==> config.mk <==
export PLATFORM = sky130hd
export DESIGN_NAME = video_pattern_gen
export DESIGN_NICKNAME = d
export VERILOG_FILES = /design/src/rtl/video_timing_pkg.sv /design/src/rtl/video_timing_core.sv /design/src/rtl/video_pattern_gen.sv
export SDC_FILE = /design/constraint.sdc
export NUM_CORES = 1
export LEC_CHECK = 0
export ABC_AREA = 1
export BUFFER_PORTS_ARGS = -buffer_cell sky130_fd_sc_hd__buf_2
export CORE_MARGIN = 2
export CORE_UTILIZATION = 35
export CTS_BUF_LIST = sky130_fd_sc_hd__clkbuf_4 sky130_fd_sc_hd__clkbuf_8
export CTS_CLUSTER_DIAMETER = 150
export DETAILED_ROUTE_END_ITERATION = 10
export GPL_TIMING_DRIVEN = 0
export PLACE_DENSITY_LB_ADDON = 0.08
export SLEW_MARGIN = 15
export SYNTH_ARGS = -nofsm -noshare
export SYNTH_HDL_FRONTEND = slang
export SYNTH_SLANG_ARGS = --single-unit
==> constraint.sdc <==
create_clock -name clk_27 -period 3.75 [get_ports clk_27]
set_input_delay 0.5625 -clock clk_27 [delete_from_list [all_inputs] [get_ports clk_27]]
set_output_delay 0.5625 -clock clk_27 [all_outputs]
set_load 0.1 [all_outputs]
==> src/rtl/video_timing_pkg.sv <==
// Shared definitions for the video pattern generator: mode encodings, the colour-bar palette
// and the standard 800x600@60 timing set used as parameter defaults.
package video_timing_pkg;

  typedef enum logic [1:0] {
    MODE_SOLID = 2'd0,
    MODE_BARS  = 2'd1,
    MODE_CHECK = 2'd2,
    MODE_GRAD  = 2'd3
  } mode_e;

  localparam logic [23:0] BAR_WHITE   = 24'hFFFFFF;
  localparam logic [23:0] BAR_YELLOW  = 24'hFFFF00;
  localparam logic [23:0] BAR_CYAN    = 24'h00FFFF;
  localparam logic [23:0] BAR_GREEN   = 24'h00FF00;
  localparam logic [23:0] BAR_MAGENTA = 24'hFF00FF;
  localparam logic [23:0] BAR_RED     = 24'hFF0000;
  localparam logic [23:0] BAR_BLUE    = 24'h0000FF;
  localparam logic [23:0] BAR_BLACK   = 24'h000000;

  // 800x600@60 (40 MHz class) timing
  localparam int unsigned STD_H_ACTIVE = 800;
  localparam int unsigned STD_H_FRONT  = 40;
  localparam int unsigned STD_H_SYNC   = 128;
  localparam int unsigned STD_H_BACK   = 88;
  localparam int unsigned STD_V_ACTIVE = 600;
  localparam int unsigned STD_V_FRONT  = 1;
  localparam int unsigned STD_V_SYNC   = 4;
  localparam int unsigned STD_V_BACK   = 23;
  localparam int unsigned STD_CNT_W    = 12;

  // Bar index 0..7, left to right
  function automatic logic [23:0] bar_color(input logic [2:0] idx);
    logic [23:0] c;
    c = BAR_BLACK;
    case (idx)
      3'd0: c = BAR_WHITE;
      3'd1: c = BAR_YELLOW;
      3'd2: c = BAR_CYAN;
      3'd3: c = BAR_GREEN;
      3'd4: c = BAR_MAGENTA;
      3'd5: c = BAR_RED;
      3'd6: c = BAR_BLUE;
      default: c = BAR_BLACK;
    endcase
    return c;
  endfunction

endpackage

==> src/rtl/video_timing_core.sv <==
// Raster counters plus combinational (pre-register) sync levels, active flag and position
// strobes. The parent registers everything so all video outputs share one cycle of latency.
module video_timing_core #(
  parameter int unsigned H_ACTIVE = 800,
  parameter int unsigned H_FRONT  = 40,
  parameter int unsigned H_SYNC   = 128,
  parameter int unsigned H_BACK   = 88,
  parameter int unsigned V_ACTIVE = 600,
  parameter int unsigned V_FRONT  = 1,
  parameter int unsigned V_SYNC   = 4,
  parameter int unsigned V_BACK   = 23,
  parameter bit          HS_POL   = 1'b0,
  parameter bit          VS_POL   = 1'b0,
  parameter int unsigned CNT_W    = 12
) (
  input  logic             clk_27,
  input  logic             rst,
  output logic [CNT_W-1:0] h,
  output logic [CNT_W-1:0] v,
  output logic             active,
  output logic             hs_lvl,
  output logic             vs_lvl,
  output logic             line_end,
  output logic             frame_end,
  output logic             frame_first
);

  localparam int unsigned H_TOTAL = H_ACTIVE + H_FRONT + H_SYNC + H_BACK;
  localparam int unsigned V_TOTAL = V_ACTIVE + V_FRONT + V_SYNC + V_BACK;

  localparam logic [CNT_W-1:0] H_LAST   = CNT_W'(H_TOTAL - 1);
  localparam logic [CNT_W-1:0] V_LAST   = CNT_W'(V_TOTAL - 1);
  localparam logic [CNT_W-1:0] H_ACT    = CNT_W'(H_ACTIVE);
  localparam logic [CNT_W-1:0] V_ACT    = CNT_W'(V_ACTIVE);
  localparam logic [CNT_W-1:0] HS_START = CNT_W'(H_ACTIVE + H_FRONT);
  localparam logic [CNT_W-1:0] HS_END   = CNT_W'(H_ACTIVE + H_FRONT + H_SYNC);
  localparam logic [CNT_W-1:0] VS_START = CNT_W'(V_ACTIVE + V_FRONT);
  localparam logic [CNT_W-1:0] VS_END   = CNT_W'(V_ACTIVE + V_FRONT + V_SYNC);

  logic [CNT_W-1:0] h_q, h_d, v_q, v_d;

  assign line_end    = (h_q == H_LAST);
  assign frame_end   = line_end && (v_q == V_LAST);
  assign frame_first = (h_q == '0) && (v_q == '0);
  assign active      = (h_q < H_ACT) && (v_q < V_ACT);
  assign hs_lvl      = ((h_q >= HS_START) && (h_q < HS_END)) ? HS_POL : ~HS_POL;
  assign vs_lvl      = ((v_q >= VS_START) && (v_q < VS_END)) ? VS_POL : ~VS_POL;
  assign h           = h_q;
  assign v           = v_q;

  // Next raster position: h wraps each line, v advances on each h wrap
  always_comb begin
    h_d = h_q + CNT_W'(1);
    v_d = v_q;
    if (line_end) begin
      h_d = '0;
      v_d = (v_q == V_LAST) ? '0 : v_q + CNT_W'(1);
    end
  end

  // Counter state, synchronous reset to the top-left pixel
  always_ff @(posedge clk_27) begin
    if (rst) begin
      h_q <= '0;
      v_q <= '0;
    end else begin
      h_q <= h_d;
      v_q <= v_d;
    end
  end

endmodule

==> src/rtl/video_pattern_gen.sv <==
// Parametrised video timing and test-pattern generator (solid, colour bars, checkerboard, grey
// gradient). Mode and solid colour are shadowed and only change at frame boundaries.
// Optional macro PATTERN_SCROLL_EN: per-frame counter scrolls the gradient and checkerboard.
// CNT_W must be at least 8 (gradient uses h[7:0]).
module video_pattern_gen
  import video_timing_pkg::*;
#(
  parameter int unsigned H_ACTIVE   = STD_H_ACTIVE,
  parameter int unsigned H_FRONT    = STD_H_FRONT,
  parameter int unsigned H_SYNC     = STD_H_SYNC,
  parameter int unsigned H_BACK     = STD_H_BACK,
  parameter int unsigned V_ACTIVE   = STD_V_ACTIVE,
  parameter int unsigned V_FRONT    = STD_V_FRONT,
  parameter int unsigned V_SYNC     = STD_V_SYNC,
  parameter int unsigned V_BACK     = STD_V_BACK,
  parameter bit          HS_POL     = 1'b0,
  parameter bit          VS_POL     = 1'b0,
  parameter int unsigned CNT_W      = STD_CNT_W,
  parameter int unsigned CHECK_LOG2 = 5
) (
  input  logic        clk_27,
  input  logic        rst,
  input  logic [1:0]  mode,
  input  logic [23:0] solid_rgb,
  output logic [7:0]  rgb_red,
  output logic [7:0]  rgb_green,
  output logic [7:0]  rgb_blue,
  output logic        hsync,
  output logic        vsync,
  output logic        de,
  output logic        frame_start
);

  // Narrow active widths still get a usable bar counter
  localparam int unsigned BAR_W = (H_ACTIVE / 8 > 0) ? H_ACTIVE / 8 : 1;
  localparam logic [CNT_W-1:0] BAR_LAST = CNT_W'(BAR_W - 1);

  logic [CNT_W-1:0] h, v;
  logic             active, hs_lvl, vs_lvl, line_end, frame_end, frame_first;

  video_timing_core #(
    .H_ACTIVE (H_ACTIVE),
    .H_FRONT  (H_FRONT),
    .H_SYNC   (H_SYNC),
    .H_BACK   (H_BACK),
    .V_ACTIVE (V_ACTIVE),
    .V_FRONT  (V_FRONT),
    .V_SYNC   (V_SYNC),
    .V_BACK   (V_BACK),
    .HS_POL   (HS_POL),
    .VS_POL   (VS_POL),
    .CNT_W    (CNT_W)
  ) u_timing (
    .clk_27      (clk_27),
    .rst         (rst),
    .h           (h),
    .v           (v),
    .active      (active),
    .hs_lvl      (hs_lvl),
    .vs_lvl      (vs_lvl),
    .line_end    (line_end),
    .frame_end   (frame_end),
    .frame_first (frame_first)
  );

  mode_e       mode_q;
  logic [23:0] solid_q;

  // Shadow registers: load while in reset and on the last pixel of each frame only
  always_ff @(posedge clk_27) begin
    if (rst || frame_end) begin
      mode_q  <= mode_e'(mode);
      solid_q <= solid_rgb;
    end
  end

  logic [CNT_W-1:0] bar_cnt_q, bar_cnt_d;
  logic [2:0]       bar_q, bar_d;

  // Bar index tracks the current h without a divider; saturates so remainder pixels are bar 7
  always_comb begin
    bar_cnt_d = bar_cnt_q + CNT_W'(1);
    bar_d     = bar_q;
    if (line_end) begin
      bar_cnt_d = '0;
      bar_d     = 3'd0;
    end else if (bar_cnt_q == BAR_LAST) begin
      bar_cnt_d = '0;
      bar_d     = (bar_q == 3'd7) ? 3'd7 : bar_q + 3'd1;
    end
  end

  // Bar counter state, aligned with h = 0 after reset
  always_ff @(posedge clk_27) begin
    if (rst) begin
      bar_cnt_q <= '0;
      bar_q     <= 3'd0;
    end else begin
      bar_cnt_q <= bar_cnt_d;
      bar_q     <= bar_d;
    end
  end

  logic [7:0] scroll_off;

`ifdef PATTERN_SCROLL_EN
  logic [7:0] fcnt_q;

  // Frame counter advances on the frame boundary so the offset is constant across a frame
  always_ff @(posedge clk_27) begin
    if (rst) begin
      fcnt_q <= 8'd0;
    end else if (frame_end) begin
      fcnt_q <= fcnt_q + 8'd1;
    end
  end

  assign scroll_off = fcnt_q;
`else
  assign scroll_off = 8'd0;
`endif

  logic [23:0] pix_d;
  logic        chk_x, chk_y;
  logic [7:0]  grad;

  // Pattern mux; blanking forces black regardless of mode
  always_comb begin
    pix_d = 24'h000000;
    chk_x = 1'((h + CNT_W'(scroll_off)) >> CHECK_LOG2);
    chk_y = 1'(v >> CHECK_LOG2);
    grad  = h[7:0] + scroll_off;
    if (active) begin
      unique case (mode_q)
        MODE_SOLID: pix_d = solid_q;
        MODE_BARS:  pix_d = bar_color(bar_q);
        MODE_CHECK: pix_d = (chk_x ^ chk_y) ? 24'hFFFFFF : 24'h000000;
        MODE_GRAD:  pix_d = {grad, grad, grad};
        default:    pix_d = 24'h000000;
      endcase
    end
  end

  // Output register: one cycle after the counter state, all outputs aligned
  always_ff @(posedge clk_27) begin
    if (rst) begin
      rgb_red     <= 8'd0;
      rgb_green   <= 8'd0;
      rgb_blue    <= 8'd0;
      hsync       <= ~HS_POL;
      vsync       <= ~VS_POL;
      de          <= 1'b0;
      frame_start <= 1'b0;
    end else begin
      rgb_red     <= pix_d[23:16];
      rgb_green   <= pix_d[15:8];
      rgb_blue    <= pix_d[7:0];
      hsync       <= hs_lvl;
      vsync       <= vs_lvl;
      de          <= active;
      frame_start <= frame_first;
    end
  end

endmodule

==> run summary <==
## Floorplanning
• 112 um — die span in y
• 12400 um^2 — Total Die Area
• 112 um — Die Width
• 39 — FP Rows
• 11400 um^2 — core region area
• 35.6% — effective utilization at floorplan
• 56 — num ports

## Logic synthesis
• dfxtp_1 — primary flip-flop cell chosen by synthesis mapping
• 26 — count of flip-flops with a built-in enable after synthesis
• 484 — Mapped Cells
• 4050 um^2 — Netlist Area Pre-Place
• 93 — number of synthesized register bits
• 8.36 um^2 — Avg Synthesized Cell Area
• 33.2% — share of the synthesized area in the top cell type
• 34 — post-synthesis cell type count
• dfxtp_1 (33%), edfxtp_1 (19%), nor2_1 (7.6%) — largest cells by area after synthesis
• 52.5% — sequential element share of the synthesized area
• nor2_1 — most frequent cell after synthesis
• 523 — Synth Net Count
• 0 — YS warnings
• nor2_1 (82), nand2_1 (80), dfxtp_1 (67), inv_1 (63), edfxtp_1 (26) — leading cell types by count after synthesis
• 0% — fraction of registers with async set/reset
• dfxtp_1 — most area-hungry cell type in the Yosys netlist

## Route
• 4.65 — via-per-instance ratio
• 0 — residual antenna-violating net count after detailed routing
• 12.8 um — WL/cell
• 3251 — total via count after detailed routing
• 132 — number of DRC markers after the initial detailed-route iteration
• 5 — DRT Pass-1 Iters
• 8.98 mm — final wirelength
• 0 — number of remaining DRC errors

## Timing
• 0 — Final Slew Violations
• 57.0% — final period utilization
• 0 — number of hold violations in the final report
• 0 ns — final setup TNS
• 0.657 ns — pin slew with the least headroom to its limit
• 56.0% — Worst slew margin
• 0.00968 ns — Post-Route Skew
• 1.61 ns — setup slack after layout
• no — RSZ-0062 raised after global routing
• 0.468 GHz — timing-limited maximum frequency
• 2.14 ns — final critical path time including I/O delays and setup
• 0 — setup-violating endpoint count in the final report

## Clock tree
• 0 — Post-CTS Hold Buffers
• done — CTS tree
• 0.37 ns — Skew-Pair Late Insertion Delay
• 0.09 ns — CTS clock-pin slew for the worst setup and hold paths
• 2 — number of buffers on the longest clock path
• 0 — # resized after CTS
• 9 — total CTS buffers
• 3 — CTS H-tree depth
• 0 — Post-CTS Setup Bufs
• 93 — sink count of the clock tree
• clkbuf_8 — CTS root buffer

## Global route
• 15.3% — Total Routing Usage GR
• 0 — remaining global-route overflow
• 0 — number of antenna violations at the first check in global routing
• 19.2% — global routing met1 resource utilization
• 15.1 mm — wire length of the first global-routing pass
• met2 — global-route layer with the greatest usage
• 3.59% — met3 routing resource usage after global routing
• 25.0% — met2 global-route usage
• 3147 — number of global-route vias before repair
• 17 — largest net degree at the start of global routing

## Place
• 6.68 mm — half-perimeter wire length after placement
• 55 — count of input and output buffers
• 1.58 ns — worst setup slack before clock tree synthesis
• 0.850 — RD Place Congestion

## Run status
• complete, no violations — status

## Worst setup path
• reg -> reg — category of the critical setup timing path
• flip-flop — type of origin of the critical path
• 3.84 ns — required time of the critical path
• 1 — combined buffer and inverter count along the critical path
• o21ai_4 — cell with the biggest individual delay on the critical path
• compound AO/OA/AOI/OAI gates — CP top delay family
• 16 — maximum fanout along the worst path
• flip-flop — kind of capture point of the worst setup path
• 2.23 ns — critical path arrival
• ha_1 -> nand3_2 -> nor2_4 -> nand2_2 -> o21ai_4 -> buf_16 — sequence of cells on the critical path
• 0.53 ns — max incr delay on CP

## Power and ir drop
• 1.98 nW — Static Leakage
• 0.00193 W — total power after layout
• 214 uV — IR Drop Worst-Case VDD
• 410 nW/um^2 — power density of the placed cells

## Flow run
• 0 — max-capacitance violation count

## Finish
• 590 — NumNets Final
• 17.3% — share of cells above drive strength 1
• 0 — count of inserted antenna diode cells
• 1202 — fill count
• 16.3% — Area growth syn-to-layout

## Hold path
• in -> reg — classification of the worst-slack hold path

sequential cells by signal (all words and copies together) (netlist names), 2 cells and up:
| register | count |
|---|---|
| mode_q | 2 |
| bar_q | 3 |
| rgb_red | 8 |
| rgb_blue | 8 |
| solid_q | 24 |
| u_timing.h | 12 |
| u_timing.v | 12 |
| bar_cnt_q | 12 |
| rgb_green | 8 |
final cells by class:
cell class                      instances  area, um^2  share of cell area [%]
Clock inverter                          7        41.3                   0.878
Buffer                                  7        57.6                    1.22
Sequential cell                        93        2120                    45.1
Multi-Input combinational cell        318        1630                    34.6
Tap cell                              143         179                    3.80
Clock buffer                            9         124                    2.63
Inverter                               66         248                    5.27
Timing Repair Buffer                   56         303                    6.44
final timing paths:
| check | from | endpoint | slack, ns | cells after the start |
|---|---|---|---|---|
| min | mode[0] | mode_q[0] | 0.36 | 1 |
| min reg2reg | bar_cnt_q[0] | bar_cnt_q[0] | 0.45 | 1 |
| max | u_timing.h[0] | solid_q[21] | 1.61 | 6 |
| max reg2reg | u_timing.h[0] | solid_q[21] | 1.61 | 6 |
per-layer routing:
metal  part of all wire [%]  routed length, um  up-vias
met3                    4.1                367       13
met4                    2.2                201        0
met5                      0                  0        -
met1                     47               4230     1475
li1                       -                  -     1709
met2                     47               4180       54
worst reg2reg max path, delay by kind of cell (launching register included):
family                     cells  cell delay, ns
and+or+nand+nor                3            0.47
AOI/OAI and AO/OA              1            0.53
adders and majority gates      1            0.23
buffers and inverters          1            0.23
DFF                            1            0.39
cells in the final DEF, fill, tap and decap left out, types with 3 or more instances in the layout:
master    instances
nor2_1           82
nand2_1          80
dfxtp_1          67
inv_1            63
buf_2            56
edfxtp_1         26
nand3_1          25
nor3_1           24
a21oi_1          21
nor3b_1          16
o21ai_0          14
ha_1             11
clkbuf_8          9
nand4_1           6
nor2_2            5
nand2_2           5
buf_6             4
nand3b_1          4
a31oi_1           4
inv_2             3
through the flow:
stage	hold WS (ns)	std cells	util, %	area [um^2]
final	0.358	699	41.4	4700
after global routing	0.336	699	41.4	4700
after global placement	0.430	682	39.6	4500
after floorplan	0.417	484	-	4050
after detailed placement	0.455	683	39.9	4540
after CTS	0.339	699	41.4	4700
kinds of logic (layout without fill, tap and decap cells):
group | after synthesis | in the layout | synth area share (%)
fa+ha+maj | 11 | 11 | 3.40
simple gates | 255 | 255 | 29.0
compound gates | 49 | 49 | 6.93
xor+xnor | 3 | 3 | 0.650
flops | 93 | 93 | 52.5
buf+inv | 73 | 145 | 7.55
power by group:
part	switching [W]	internal, W
sequential	0.0000142	0.00107
combinational	0.000190	0.0000546
clock	0.000363	0.000236
total	0.000568	0.00136
No activity file was read; power rests on OpenSTA's default activity.
